`config.mk`:
```
export PLATFORM = sky130hd
export DESIGN_NAME = fir_l2_input_deinterleaver
export DESIGN_NICKNAME = d
export VERILOG_FILES = /design/src/rtl/fir_l2_pkg.sv /design/src/rtl/fir_l2_pair_fifo.sv /design/src/rtl/fir_l2_input_deinterleaver.sv
export SDC_FILE = /design/constraint.sdc
export NUM_CORES = 1
export LEC_CHECK = 0
export BUFFER_PORTS_ARGS = -buffer_cell sky130_fd_sc_hd__buf_2
export CAP_MARGIN = 30
export CORE_MARGIN = 4
export CORE_UTILIZATION = 59
export CTS_CLUSTER_SIZE = 28
export DETAILED_ROUTE_END_ITERATION = 8
export GPL_TIMING_DRIVEN = 0
export PLACE_DENSITY = 0.78
export SYNTH_ARGS = -nofsm -noshare
export SYNTH_HDL_FRONTEND = slang
export SYNTH_SLANG_ARGS = --single-unit
export TNS_END_PERCENT = 5
```
`constraint.sdc`:
```
create_clock -name clk -period 3.2 [get_ports clk]
set_input_delay 0.16 -clock clk [delete_from_list [all_inputs] [get_ports clk]]
set_output_delay 0.16 -clock clk [all_outputs]
set_load 0.02 [all_outputs]
```
`src/rtl/fir_l2_pkg.sv`:
```
// Shared types and constants for the L=2 fast-FIR input deinterleaver.
// The pair struct is sized by FIR_L2_DW; the deinterleaver's DATA_IN_WIDTH must equal it.
package fir_l2_pkg;

  localparam int FIR_L2_L  = 2;
  localparam int FIR_L2_DW = 16;

  // A sum of L samples grows by clog2(L) bits.
  function automatic int fir_l2_sum_w(input int data_w);
    return data_w + $clog2(FIR_L2_L);
  endfunction

  localparam int FIR_L2_SW = fir_l2_sum_w(FIR_L2_DW);

  typedef enum logic {
    PH_EVEN = 1'b0,
    PH_ODD  = 1'b1
  } fir_l2_phase_e;

  typedef struct packed {
    logic signed [FIR_L2_DW-1:0] even;
    logic signed [FIR_L2_DW-1:0] odd;
    logic signed [FIR_L2_SW-1:0] sum;
  } fir_l2_pair_t;

  localparam fir_l2_pair_t FIR_L2_PAIR_ZERO = '{
    even: {FIR_L2_DW{1'b0}},
    odd:  {FIR_L2_DW{1'b0}},
    sum:  {FIR_L2_SW{1'b0}}
  };

endpackage

```
`src/rtl/fir_l2_pair_fifo.sv`:
```
// First-word-fall-through FIFO of polyphase pairs; head reads as zero when empty.
// Full and empty are told apart by an extra pointer bit.
module fir_l2_pair_fifo
  import fir_l2_pkg::*;
#(
  parameter int DEPTH = 4
) (
  input  logic                     clk,
  input  logic                     reset_n,
  input  logic                     i_push,
  input  fir_l2_pair_t             i_push_data,
  input  logic                     i_pop,
  output fir_l2_pair_t             o_head,
  output logic                     o_full,
  output logic                     o_empty,
  output logic [$clog2(DEPTH):0]   o_level
);

  localparam int AW = $clog2(DEPTH);
  localparam logic [AW:0] PTR_ONE = {{AW{1'b0}}, 1'b1};

  fir_l2_pair_t r_mem [DEPTH];
  logic [AW:0]  r_wptr;
  logic [AW:0]  r_rptr;
  logic [AW:0]  r_level;
  logic         w_full;
  logic         w_empty;
  logic         w_do_push;
  logic         w_do_pop;

  assign w_empty   = (r_wptr == r_rptr);
  assign w_full    = (r_wptr[AW] != r_rptr[AW]) && (r_wptr[AW-1:0] == r_rptr[AW-1:0]);
  assign w_do_pop  = i_pop && !w_empty;
  // A push into a full FIFO is legal when the head leaves in the same cycle.
  assign w_do_push = i_push && (!w_full || w_do_pop);

  assign o_head  = w_empty ? FIR_L2_PAIR_ZERO : r_mem[r_rptr[AW-1:0]];
  assign o_full  = w_full;
  assign o_empty = w_empty;
  assign o_level = r_level;

  // Storage, pointers and occupancy.
  always_ff @(posedge clk or negedge reset_n) begin
    if (!reset_n) begin
      r_wptr  <= {(AW+1){1'b0}};
      r_rptr  <= {(AW+1){1'b0}};
      r_level <= {(AW+1){1'b0}};
      for (int i = 0; i < DEPTH; i++) begin
        r_mem[i] <= FIR_L2_PAIR_ZERO;
      end
    end else begin
      if (w_do_push) begin
        r_mem[r_wptr[AW-1:0]] <= i_push_data;
        r_wptr                <= r_wptr + PTR_ONE;
      end
      if (w_do_pop) begin
        r_rptr <= r_rptr + PTR_ONE;
      end
      case ({w_do_push, w_do_pop})
        2'b10:   r_level <= r_level + PTR_ONE;
        2'b01:   r_level <= r_level - PTR_ONE;
        default: r_level <= r_level;
      endcase
    end
  end

endmodule

```
`src/rtl/fir_l2_input_deinterleaver.sv`:
```
// Serial-to-polyphase feeder for the L=2 fast FIR: pairs samples, pre-adds, buffers pairs.
// Optional DEINT_PAIR_CNT_EN adds a 32-bit count of popped pairs on pair_count.
module fir_l2_input_deinterleaver
  import fir_l2_pkg::*;
#(
  parameter int DATA_IN_WIDTH   = FIR_L2_DW,
  parameter int PAIR_FIFO_DEPTH = 4
) (
  input  logic                               clk,
  input  logic                               reset_n,
  input  logic                               in_valid,
  output logic                               in_ready,
  input  logic [DATA_IN_WIDTH-1:0]           data_in,
  input  logic                               flush,
  output logic                               out_valid,
  input  logic                               out_ready,
  output logic [DATA_IN_WIDTH-1:0]           out_even,
  output logic [DATA_IN_WIDTH-1:0]           out_odd,
  output logic [DATA_IN_WIDTH:0]             out_sum,
  output logic [$clog2(PAIR_FIFO_DEPTH):0]   fifo_level
`ifdef DEINT_PAIR_CNT_EN
  ,
  output logic [31:0]                        pair_count
`endif
);

  localparam int W  = DATA_IN_WIDTH;
  localparam int LW = $clog2(PAIR_FIFO_DEPTH) + 1;

  fir_l2_phase_e  r_phase;
  logic [W-1:0]   r_hold;
  fir_l2_pair_t   w_push_pair;
  fir_l2_pair_t   w_head;
  logic           w_full;
  logic           w_empty;
  logic [LW-1:0]  w_level;
  logic           w_pop;
  logic           w_in_ready;
  logic           w_accept;
  logic           w_flush_push;
  logic           w_push;
  logic [W-1:0]   w_odd;
  logic [W:0]     w_sum;

  assign w_pop      = !w_empty && out_ready;
  assign w_in_ready = (r_phase == PH_EVEN) ? 1'b1 : (!w_full || w_pop);
  assign w_accept   = in_valid && w_in_ready;
  // A real odd sample takes priority; flush only closes the pair when no sample is offered.
  assign w_flush_push = (r_phase == PH_ODD) && !in_valid && flush && (!w_full || w_pop);
  assign w_push       = ((r_phase == PH_ODD) && w_accept) || w_flush_push;

  assign w_odd = in_valid ? data_in : {W{1'b0}};
  assign w_sum = {r_hold[W-1], r_hold} + {w_odd[W-1], w_odd};

  assign w_push_pair.even = r_hold;
  assign w_push_pair.odd  = w_odd;
  assign w_push_pair.sum  = w_sum;

  fir_l2_pair_fifo #(
    .DEPTH (PAIR_FIFO_DEPTH)
  ) u_pair_fifo (
    .clk         (clk),
    .reset_n     (reset_n),
    .i_push      (w_push),
    .i_push_data (w_push_pair),
    .i_pop       (w_pop),
    .o_head      (w_head),
    .o_full      (w_full),
    .o_empty     (w_empty),
    .o_level     (w_level)
  );

  // Phase FSM with the even-sample hold register.
  always_ff @(posedge clk or negedge reset_n) begin
    if (!reset_n) begin
      r_phase <= PH_EVEN;
      r_hold  <= {W{1'b0}};
    end else begin
      case (r_phase)
        PH_EVEN: begin
          if (w_accept) begin
            r_hold  <= data_in;
            r_phase <= PH_ODD;
          end
        end
        PH_ODD: begin
          if (w_push) begin
            r_phase <= PH_EVEN;
          end
        end
        default: r_phase <= PH_EVEN;
      endcase
    end
  end

  assign in_ready   = w_in_ready;
  assign out_valid  = !w_empty;
  assign out_even   = w_head.even;
  assign out_odd    = w_head.odd;
  assign out_sum    = w_head.sum;
  assign fifo_level = w_level;

`ifdef DEINT_PAIR_CNT_EN
  logic [31:0] r_pair_count;

  // Popped-pair counter, wraps naturally at 2^32.
  always_ff @(posedge clk or negedge reset_n) begin
    if (!reset_n) begin
      r_pair_count <= 32'd0;
    end else if (w_pop) begin
      r_pair_count <= r_pair_count + 32'd1;
    end else begin
      r_pair_count <= r_pair_count;
    end
  end

  assign pair_count = r_pair_count;
`endif

endmodule

```
### Yosys cells after proc, flatten, opt, wreduce, memory -nomap -nowiden

Cells that the tools add are included.

* flip-flop bits (word level): 222
* bits in latches: 0
* memory bits (writable): 0
* bits in read-only memories: 0
* output and inout bits: 54
* memories kept: 0

* $add $sub $neg: 5
* multiply operators: 0
* div/mod/pow operators: 0
* magnitude comparators: 3
* equality and inequality tests: 5
* shifts and indexed selects: 0
* mux-type cells: 13
* bitwise logic cells: 3
* reduce and logical (&&, ||, !) cells: 18

Operators by type and width (count)
* 196-bit bitwise mux: 1
* 49-bit 2-to-1 mux: 4
* 49-bit binary-select mux with 2-bit select: 1
* 49-bit demux with 2-bit select: 1
* 16-bit by 16-bit adder with 17-bit output: 1
* 16-bit 2-to-1 mux: 1
* 1-bit logical AND: 10
* 3-bit by 1-bit adder with 3-bit output (second input constant): 3
* 3-bit greater-or-equal comparator (second input constant): 2
* 2-bit NOT with 3-bit output: 2
* 3-bit case mux with 2 select lines: 1
* 3-bit == test: 1
* 1-bit logical NOT: 3
* 1-bit logical OR: 3
* 3-bit by 1-bit < comparator with 1-bit output (second input constant): 1
* 1-bit 2-to-1 mux: 3
* 3-bit by 1-bit subtractor with 3-bit output (second input constant): 1
* 2-bit by 1-bit == test with 1-bit output (second input constant): 1
* 2-bit == test: 1
* 2-bit == test (second input constant): 1
* 1-bit case mux with 2 select lines: 1
* 2-bit AND reduction: 1
* 2-bit nonzero test: 1
* 1-bit != test: 1
* 1-bit NOT: 1

### Depth between registers and ports, before layout

Gate-level depths: netlist of the first run.

* depth after elaboration: 11
* gate-level depth with buffers: 12
* depth with buffers taken out: 10

### Hierarchy

From an unflattened synthesis of the first run, not the netlist that was laid out.

* cells, all modules: 736
* area total of the unflattened synthesis: 11084.4 µm²

Modules (own cells, without submodules)
* fir_l2_pair_fifo: times used 1, cells each 574, area an instance 9556.7 µm², sequential area each 5129.9 µm²
* fir_l2_input_deinterleaver: times used 1, cells each 162, area an instance 1527.7 µm², sequential area each 425.4 µm²

### Worst setup path after synthesis of the first run

No wires, ideal clock.

* path kind: input-to-reg
* start: in in_valid
* end: reg u_pair_fifo.r_mem[112] (netlist name)
* setup time: 0.127 ns
* arrival: 2.315 ns
* required time: 3.073 ns
* slack: 0.758 ns
* stages: 12
* path buffers: 2
* cell sequence: buf_2 -> buf_1 -> nand2_1 -> inv_1 -> ha_1 -> fa_1 -> a21oi_1 -> nand4b_1 -> nand3_1 -> a41oi_1 -> xnor2_1 -> mux2_1

RTL lines
* start: declaration: line fir_l2_input_deinterleaver.sv:11 `input logic in_valid,`
* end signal: indexed assignment: line fir_l2_pair_fifo.sv:53 `r_mem[r_wptr[AW-1:0]] <= i_push_data;`
* end: declaration: line fir_l2_pair_fifo.sv:22 `fir_l2_pair_t r_mem [DEPTH];`

### Worst setup path after layout of the first run

* start: reg u_pair_fifo.r_rptr[0]
* end: out out_even[1]

* longest elaborated chain between the ends: 5
* elaborated cells on any way between the ends: 6
* those cells by class: 1 x eq/ne; 4 x mux; 1 x bitwise

RTL lines
* start: declaration: line fir_l2_pair_fifo.sv:24 `logic [AW:0] r_rptr;`
* start signal: assignment: line fir_l2_pair_fifo.sv:46 `r_rptr <= {(AW+1){1'b0}};`
* start signal: assignment: line fir_l2_pair_fifo.sv:57 `r_rptr <= r_rptr + PTR_ONE;`
* 2-bit NOT with 3-bit output (implied by the code): line fir_l2_pair_fifo.sv:37 `assign o_head = w_empty ? FIR_L2_PAIR_ZERO : r_mem[r_rptr[AW-1:0]];`
* 49-bit binary-select mux with 2-bit select: line fir_l2_pair_fifo.sv:37
* 49-bit 2-to-1 mux (implied by the code) (2 in a row): line fir_l2_pair_fifo.sv:37
* 49-bit 2-to-1 mux *: line fir_l2_pair_fifo.sv:37
* end: declaration: line fir_l2_input_deinterleaver.sv:17 `output logic [DATA_IN_WIDTH-1:0] out_even,`

Mark *: on every way between the ends. The rest lies on a longest branch, timed or not. The select of a mux whose other input is x is not followed.

==> results of run 1 <==
power by group through the flow:
| stage | clock network, mW | registers, mW | logic, mW |
|---|---|---|---|
| floorplan | 0 | 4.78 | 5.73 |
| CTS | 2.84 | 5.07 | 7.71 |
| global route | 2.96 | 5.25 | 8.34 |
| global placement | 0 | 5.01 | 7.44 |
| finish | 2.81 | 5.09 | 7.66 |
| detailed placement | 0 | 5.06 | 7.63 |
routing by layer:
metal,up-vias,routed length [um],GRT usage (%)
met5,-,7,0
met4,2,1029,9.663
met3,65,1347,4.027
met2,228,12180,40.72
met1,3746,11160,37.35
li1,3241,-,-
path summary, 6_finish.rpt:
path	startpoint	endpoint	slack, ps
min in group asynchronous	reset_n	u_pair_fifo.r_mem[40]	280
worst min register to register	u_pair_fifo.o_level[2]	u_pair_fifo.o_level[2]	470
worst min-delay path	out_ready	u_pair_fifo.r_rptr[2]	170
worst max register to register	r_hold[0]	u_pair_fifo.r_mem[112]	550
max in group asynchronous	reset_n	u_pair_fifo.r_mem[116]	1860
worst max-delay path	u_pair_fifo.r_rptr[0]	out_even[1]	210
through the flow:
step	instances	area (sq um)
after floorplan	851	10900
after global routing	1216	12580
final	1216	12580
after global placement	1153	11550
after detailed placement	1155	11590
after CTS	1216	12580
state kept, by name, summed over array words and instances, names as in the netlist:
register	cells
r_phase	1
u_pair_fifo.o_level	3
r_hold	16
u_pair_fifo.r_wptr	3
u_pair_fifo.r_rptr	3
u_pair_fifo.r_mem	196
cells by family after synthesis:
kind of cell / share of synthesized area [%]
fa+ha+maj: 2.894
mux: 24.07
simple gates: 9.600
flops: 50.99
buf+inv: 3.755
xor+xnor: 1.906
compound gates: 6.787
placed cells by master, fill, tap and decap left out, types with 2 or more instances in the layout:
master	count
a21oi_1	8
a21o_1	4
clkbuf_8	9
xnor2_1	12
xor2_2	2
mux2_1	22
mux2_4	39
mux2_2	60
and3_1	3
dfrtp_1	222
buf_6	9
clkbuf_1	19
nand4_1	2
buf_2	93
buf_8	4
nand3_1	3
nand2b_1	2
clkbuf_16	25
xor2_1	8
a211oi_1	2
nand2_1	122
fa_1	2
nor2b_1	53
mux4_2	49
o21a_1	2
inv_1	24
dlygate4sd3_1	17
buf_1	2
nand2_8	4
o211ai_1	2
o21ai_0	100
a41oi_1	2
nor2_1	11
ha_1	22
buf_4	2
clkinv_2	3
a31oi_1	2
critical path, delay by kind of cell (launching register included):
family / cells / cell delay [ps]
flip-flops: 1 / 380
buffers and inverters: 4 / 1140
AND/OR/NAND/NOR: 2 / 620
XOR/XNOR: 1 / 180
final cells by class:
| cell class | count | area (sq um) | share of cell area (%) |
|---|---|---|---|
| Multi-Input combinational cell | 555 | 4931 | 39.19 |
| Clock inverter | 5 | 52.55 | 0.4176 |
| Timing Repair Buffer | 92 | 580.6 | 4.614 |
| Inverter | 24 | 90.09 | 0.7159 |
| Tap cell | 229 | 286.5 | 2.277 |
| Clock buffer | 39 | 768.2 | 6.105 |
| Buffer | 50 | 319.1 | 2.536 |
| Sequential cell | 222 | 5555 | 44.15 |
what timing repair did:
action	in CTS	in global routing
hold endpoints to repair	126	0
hold buffers	17	0
gates resized for setup	0	0
synthesized netlist by cell type, drive strengths merged, types with 3 or more instances:
master  number
nand2      126
nand3        3
xor2        10
clkbuf      14
buf         36
o21ai      102
ha          22
a21oi        8
a21o         4
and3         3
dfrtp      222
mux4        49
inv         24
xnor2       12
mux2       121
nor2        12
nor2b       53
==> impl_metrics.tcl, run 1 <==
set metrics [dict create \
    relSlewSlack_pct 43.14 \
    pwr-share-comb_pct 49.2 \
    gp_congestion 0.9178 \
    maxCapViolCount 0 \
    internal-power_mw 9.468 \
    hold_violations 0 \
    pwr-share-clk_pct 18.1 \
    io_buffers 73 \
    num_rows 49 \
    synth-seq-cells 222 \
    cpMostUsedCell "buf_2" \
    grt_pass1_wl_um 41480 \
    period_share_pct 93.38 \
    maxSlewViolCount 0 \
    p_per_area_nw_per_um2 1236 \
    drt_first_pass_iters 5 \
    num_antenna_cells 0 \
    yosys_warnings 0 \
    synth_top_area_share_pct 50.99 \
    critPathMaxFanout 10 \
    viasPerCell 5.988 \
    criticalPathCategory "flip-flop to primary output" \
    fillers 1257 \
    ant_nets 0 \
    grt-ovfl-total 0 \
    wirelength_um 25720 \
    clkLatencyLatePin_ps 510 \
    status "completed" \
    num_vias 7282 \
    syn_inst 851 \
    pre_cts_ws_ps -19.61 \
    grt_pass1_vias 7403 \
    yosysTopAreaCell "dfrtp_1" \
    ys.flop_type "dfrtp_1" \
    synth_edf_count 0 \
    wl_per_cell_um 21.15 \
    cts_made_buffers 24 \
    dieArea_sq_um 20700 \
    rsz0062_at_grt "no" \
    postCtsSetupRepairBufs 0 \
    fp.dieH_um 143.9 \
    ys_async_sr_fraction_pct 100.0 \
    endpoint_kind "primary output" \
    drc 0 \
    synth_area_per_cell_sq_um 12.80 \
    setup-violations-final 0 \
    tns_ps 0 \
    cts_sinks 222 \
    antenna_found_initial 1 \
    grt_max_degree 113 \
    cp-start-kind "flip-flop" \
    path_clk_slew_ps 60 \
    switchingPower_mw 6.086 \
    period_minus_slack_ps 2988 \
    fin_util_pct 69.57 \
    drt_iter0_drc 555 \
    syn-cell-area_sq_um 10900 \
    ys_top_cells_by_area "dfrtp_1, mux4_2, mux2_2" \
    core-area_sq_um 18090 \
    grt_util_all_layers_pct 26.01 \
    fmax_ghz 0.3346 \
    synth.net_count 896 \
    p_total_mw 15.55 \
    cp_slowest_cell "clkbuf_1" \
    whs_path_depth 4 \
    synthDistinctLibCells 50 \
    seqPwrFrac_pct 32.7 \
    ff2ff_path_depth 8 \
    root_buffer "clkbuf_16" \
    ir_worst_vdd_v 0.0006939 \
    fin_hold_ws_ps 169.0 \
    cp_cell_sequence "buf_2, xor2_2, nor3b_1, buf_4, clkbuf_1, nor2b_1, buf_2" \
    worst_slew_pin_slew_ps 852.9 \
    drive_gt1_share_pct 31.10 \
    min_path_type "input pin to flip-flop" \
    fin_skew_ps 9.109 \
    cts_tree "built" \
    area_growth_pct 15.49 \
    die_w_um 143.9 \
    cts_buffer_depth 3 \
    htreeDepth 1 \
    io_pins 75 \
    p_sw_share_pct 39.13 \
    leakagePower_nw 5.915 \
    initial_core_util_pct 60.24 \
    final.setup.worst_slack_ps 211.7 \
    hpwl_um 17080 \
    fin_nets 1014 \
    cpPeakStageDelay_ps 500 \
    arrival_ps 2830 \
    ys_seq_area_share_pct 50.99 \
    worstPathRequired_ps 3040 \
]
Power figures use the tool's default switching activity.
==> run 2: changes to the inputs <==
- CORE_UTILIZATION: 59 -> 55
- PLACE_DENSITY: 0.78 -> 0.76
- clock period: 3.2 -> 2.7 ns (I/O delays scaled with it)
==> run 2 against run 1 <==
Compared with the run above:
- sequential power is 18% higher
- routed wire length is 1.4% lower
- via count is 2.3% lower
- clock power grew 17%
- global-route usage shrank 2.4 points
- sequential share of layout area is 0.27 points lower
- first-iteration DRC count is 12% lower
==> impl_metrics.tcl, run 2 (same netlist as run 1, synthesis figures left out) <==
set metrics [dict create \
    rr_endpoint "u_pair_fifo.r_mem[108]" \
    io_buffers 73 \
    die_w_um 148.7 \
    critPathBufInv 3 \
    io_pins 75 \
    ff2ff_path_depth 8 \
    area_growth_pct 16.19 \
    seqPwrFrac_pct 32.5 \
    path_clk_slew_ps 60 \
    hpwl_um 17220 \
    ant_nets 0 \
    pwr-share-clk_pct 17.8 \
    grt_util_all_layers_pct 23.61 \
    fin_nets 1014 \
    grt-ovfl-total 0 \
    drt_first_pass_iters 5 \
    drc 0 \
    fillers 1463 \
    hold_violations 0 \
    fp.dieH_um 148.7 \
    final_common_cell "dfrtp_1" \
    grt_pass1_wl_um 40830 \
    reg_top3 "u_pair_fifo.r_mem x196, r_hold x16" \
    cp_cell_sequence "dlygate4sd3_1, buf_2, nand2_1, inv_1, ha_1, a211oi_1, nor2_1, o21ai_2, mux2i_1, a2111oi_4, o21ai_0" \
    grt_max_degree 121 \
    num_rows 51 \
    arrival_ps 3020 \
    htreeDepth 1 \
    r2r-start "r_hold[0]" \
    cp_slowest_cell "a2111oi_4" \
    wl_per_cell_um 20.26 \
    dpl_cell_area_sq_um 11630 \
    viasPerCell 5.685 \
    criticalPathCategory "input pin to flip-flop" \
    fin_skew_ps 17.33 \
    internal-power_mw 11.21 \
    core-area_sq_um 19460 \
    period_minus_slack_ps 2650 \
    fin_util_pct 65.05 \
    tns_ps 0 \
    grt_pass1_vias 7404 \
    cts_sinks 222 \
    cts_buffer_depth 3 \
    design_area_sq_um 12660 \
    antenna_found_initial 0 \
    endpoint_kind "flip-flop" \
    maxSlewViolCount 0 \
    cp-start-kind "input pin" \
    ir_worst_vdd_v 0.0008781 \
    initial_core_util_pct 55.98 \
    clkLatencyLatePin_ps 520 \
    root_buffer "clkbuf_16" \
    status "completed" \
    p_per_area_nw_per_um2 1455 \
    pwr-share-comb_pct 49.7 \
    cts_made_buffers 24 \
    period_share_pct 98.15 \
    wirelength_um 25370 \
    layout_common_cells "dfrtp_1, nand2_1, o21ai_0" \
    hold_start "data_in[0]" \
    whs_path_depth 3 \
    cp_top_family "compound AO/OA/AOI/OAI gates" \
    drt_iter0_drc 487 \
    cpPeakStageDelay_ps 550 \
    relSlewSlack_pct 41.15 \
    rsz0062_at_grt "yes" \
    num_antenna_cells 0 \
    setup-violations-final 0 \
    cts_tree "built" \
    top_register "u_pair_fifo.r_mem" \
    num_vias 7117 \
    largest_reg_flops 196 \
    min_path_type "input pin to flip-flop" \
    switchingPower_mw 7.213 \
    fmax_ghz 0.3774 \
    maxCapViolCount 0 \
    worst_slew_pin_slew_ps 882.8 \
    hold-path-endpoint "u_pair_fifo.r_mem[115]" \
    leakagePower_nw 5.945 \
    gp_congestion 0.8994 \
    dieArea_sq_um 22130 \
    p_sw_share_pct 39.16 \
    p_total_mw 18.42 \
    rrSetupSlack_ps 80 \
    critPathMaxFanout 5 \
    drive_gt1_share_pct 32.12 \
    worstPathRequired_ps 3070 \
]
==> run 2: changes by cell type in the layout (fill, tap and decap cells not counted), moves of 2 or more <==
cell      delta
clkbuf_2     +2
xnor2_2      +2
buf_2        +2
clkbuf_8     -2
clkbuf_1     -2
clkinv_2     +3
xnor2_1      -2
==> run 2: power by group through the flow <==
| stage | sequential, mW | combinational [mW] | clock, mW |
|---|---|---|---|
| after floorplan | 5.66 | 6.79 | 0 |
| after global placement | 5.94 | 8.87 | 0 |
| after detailed placement | 6.00 | 9.08 | 0 |
| after CTS | 5.98 | 9.13 | 3.33 |
| after global routing | 6.17 | 9.98 | 3.47 |
| final | 5.99 | 9.15 | 3.28 |
==> run 2: final cells by class <==
type / instances / area (sq um) / area share (%)
Buffer: 50 / 322.8 / 2.550
Sequential cell: 222 / 5555 / 43.88
Clock buffer: 37 / 740.7 / 5.851
Multi-Input combinational cell: 555 / 4981 / 39.35
Timing Repair Buffer: 92 / 578.1 / 4.566
Inverter: 24 / 90.09 / 0.7116
Clock inverter: 7 / 60.06 / 0.4744
Tap cell: 265 / 331.6 / 2.619
==> run 2: worst reg2reg max path, cell delays in order, from the launching register on <==
cell	delay (ps)
dfrtp_1	450
ha_1	280
fa_1	410
a21oi_1	210
nand4b_1	230
nand3b_1	100
a41oi_1	350
xor2_2	300
o21ai_0	140
==> run 2: worst max-delay path by stage <==
stage | depth (start not counted) | start | slack, ps | endpoint
floorplan | 12 | in_valid | 280 | u_pair_fifo.r_mem[112]
global placement | 1 | reset_n | -2340 | u_pair_fifo.r_mem[88]
detailed placement | 11 | in_valid | -600 | u_pair_fifo.r_mem[156]
CTS | 7 | u_pair_fifo.r_rptr[0] | 40 | out_odd[1]
global route | 8 | r_hold[0] | -50 | u_pair_fifo.r_mem[157]
finish | 11 | data_in[1] | 50 | u_pair_fifo.r_mem[156]
==> run 2: routing by layer <==
metal  track usage, %  vias up  share of wire [%]
li1                 -     3224                  -
met1            34.16     3639                 43
met2            37.89      211                 48
met3            3.555       43                5.9
met4            6.728        0                2.9
met5                0        -                  0
==> run 2: what timing repair did <==
action,in CTS,in global routing
endpoints found under the hold margin,136,0
setup endpoints to repair,33,43
pin swaps,0,1
gates resized for setup,3,10
hold buffers,17,0
buffers inserted,0,0
==> run 2: metrics by stage <==
stage | instances | setup WS [ps] | hold slack [ps]
2_1_floorplan | 851 | 282.6 | -160.6
3_3_place_gp | 1189 | -2345 | 383.6
3_5_place_dp | 1191 | -600.2 | 289.4
4_1_cts | 1252 | 39.60 | 102.3
5_1_grt | 1252 | -53.10 | 146.8
6_report | 1252 | 50.00 | 102.6
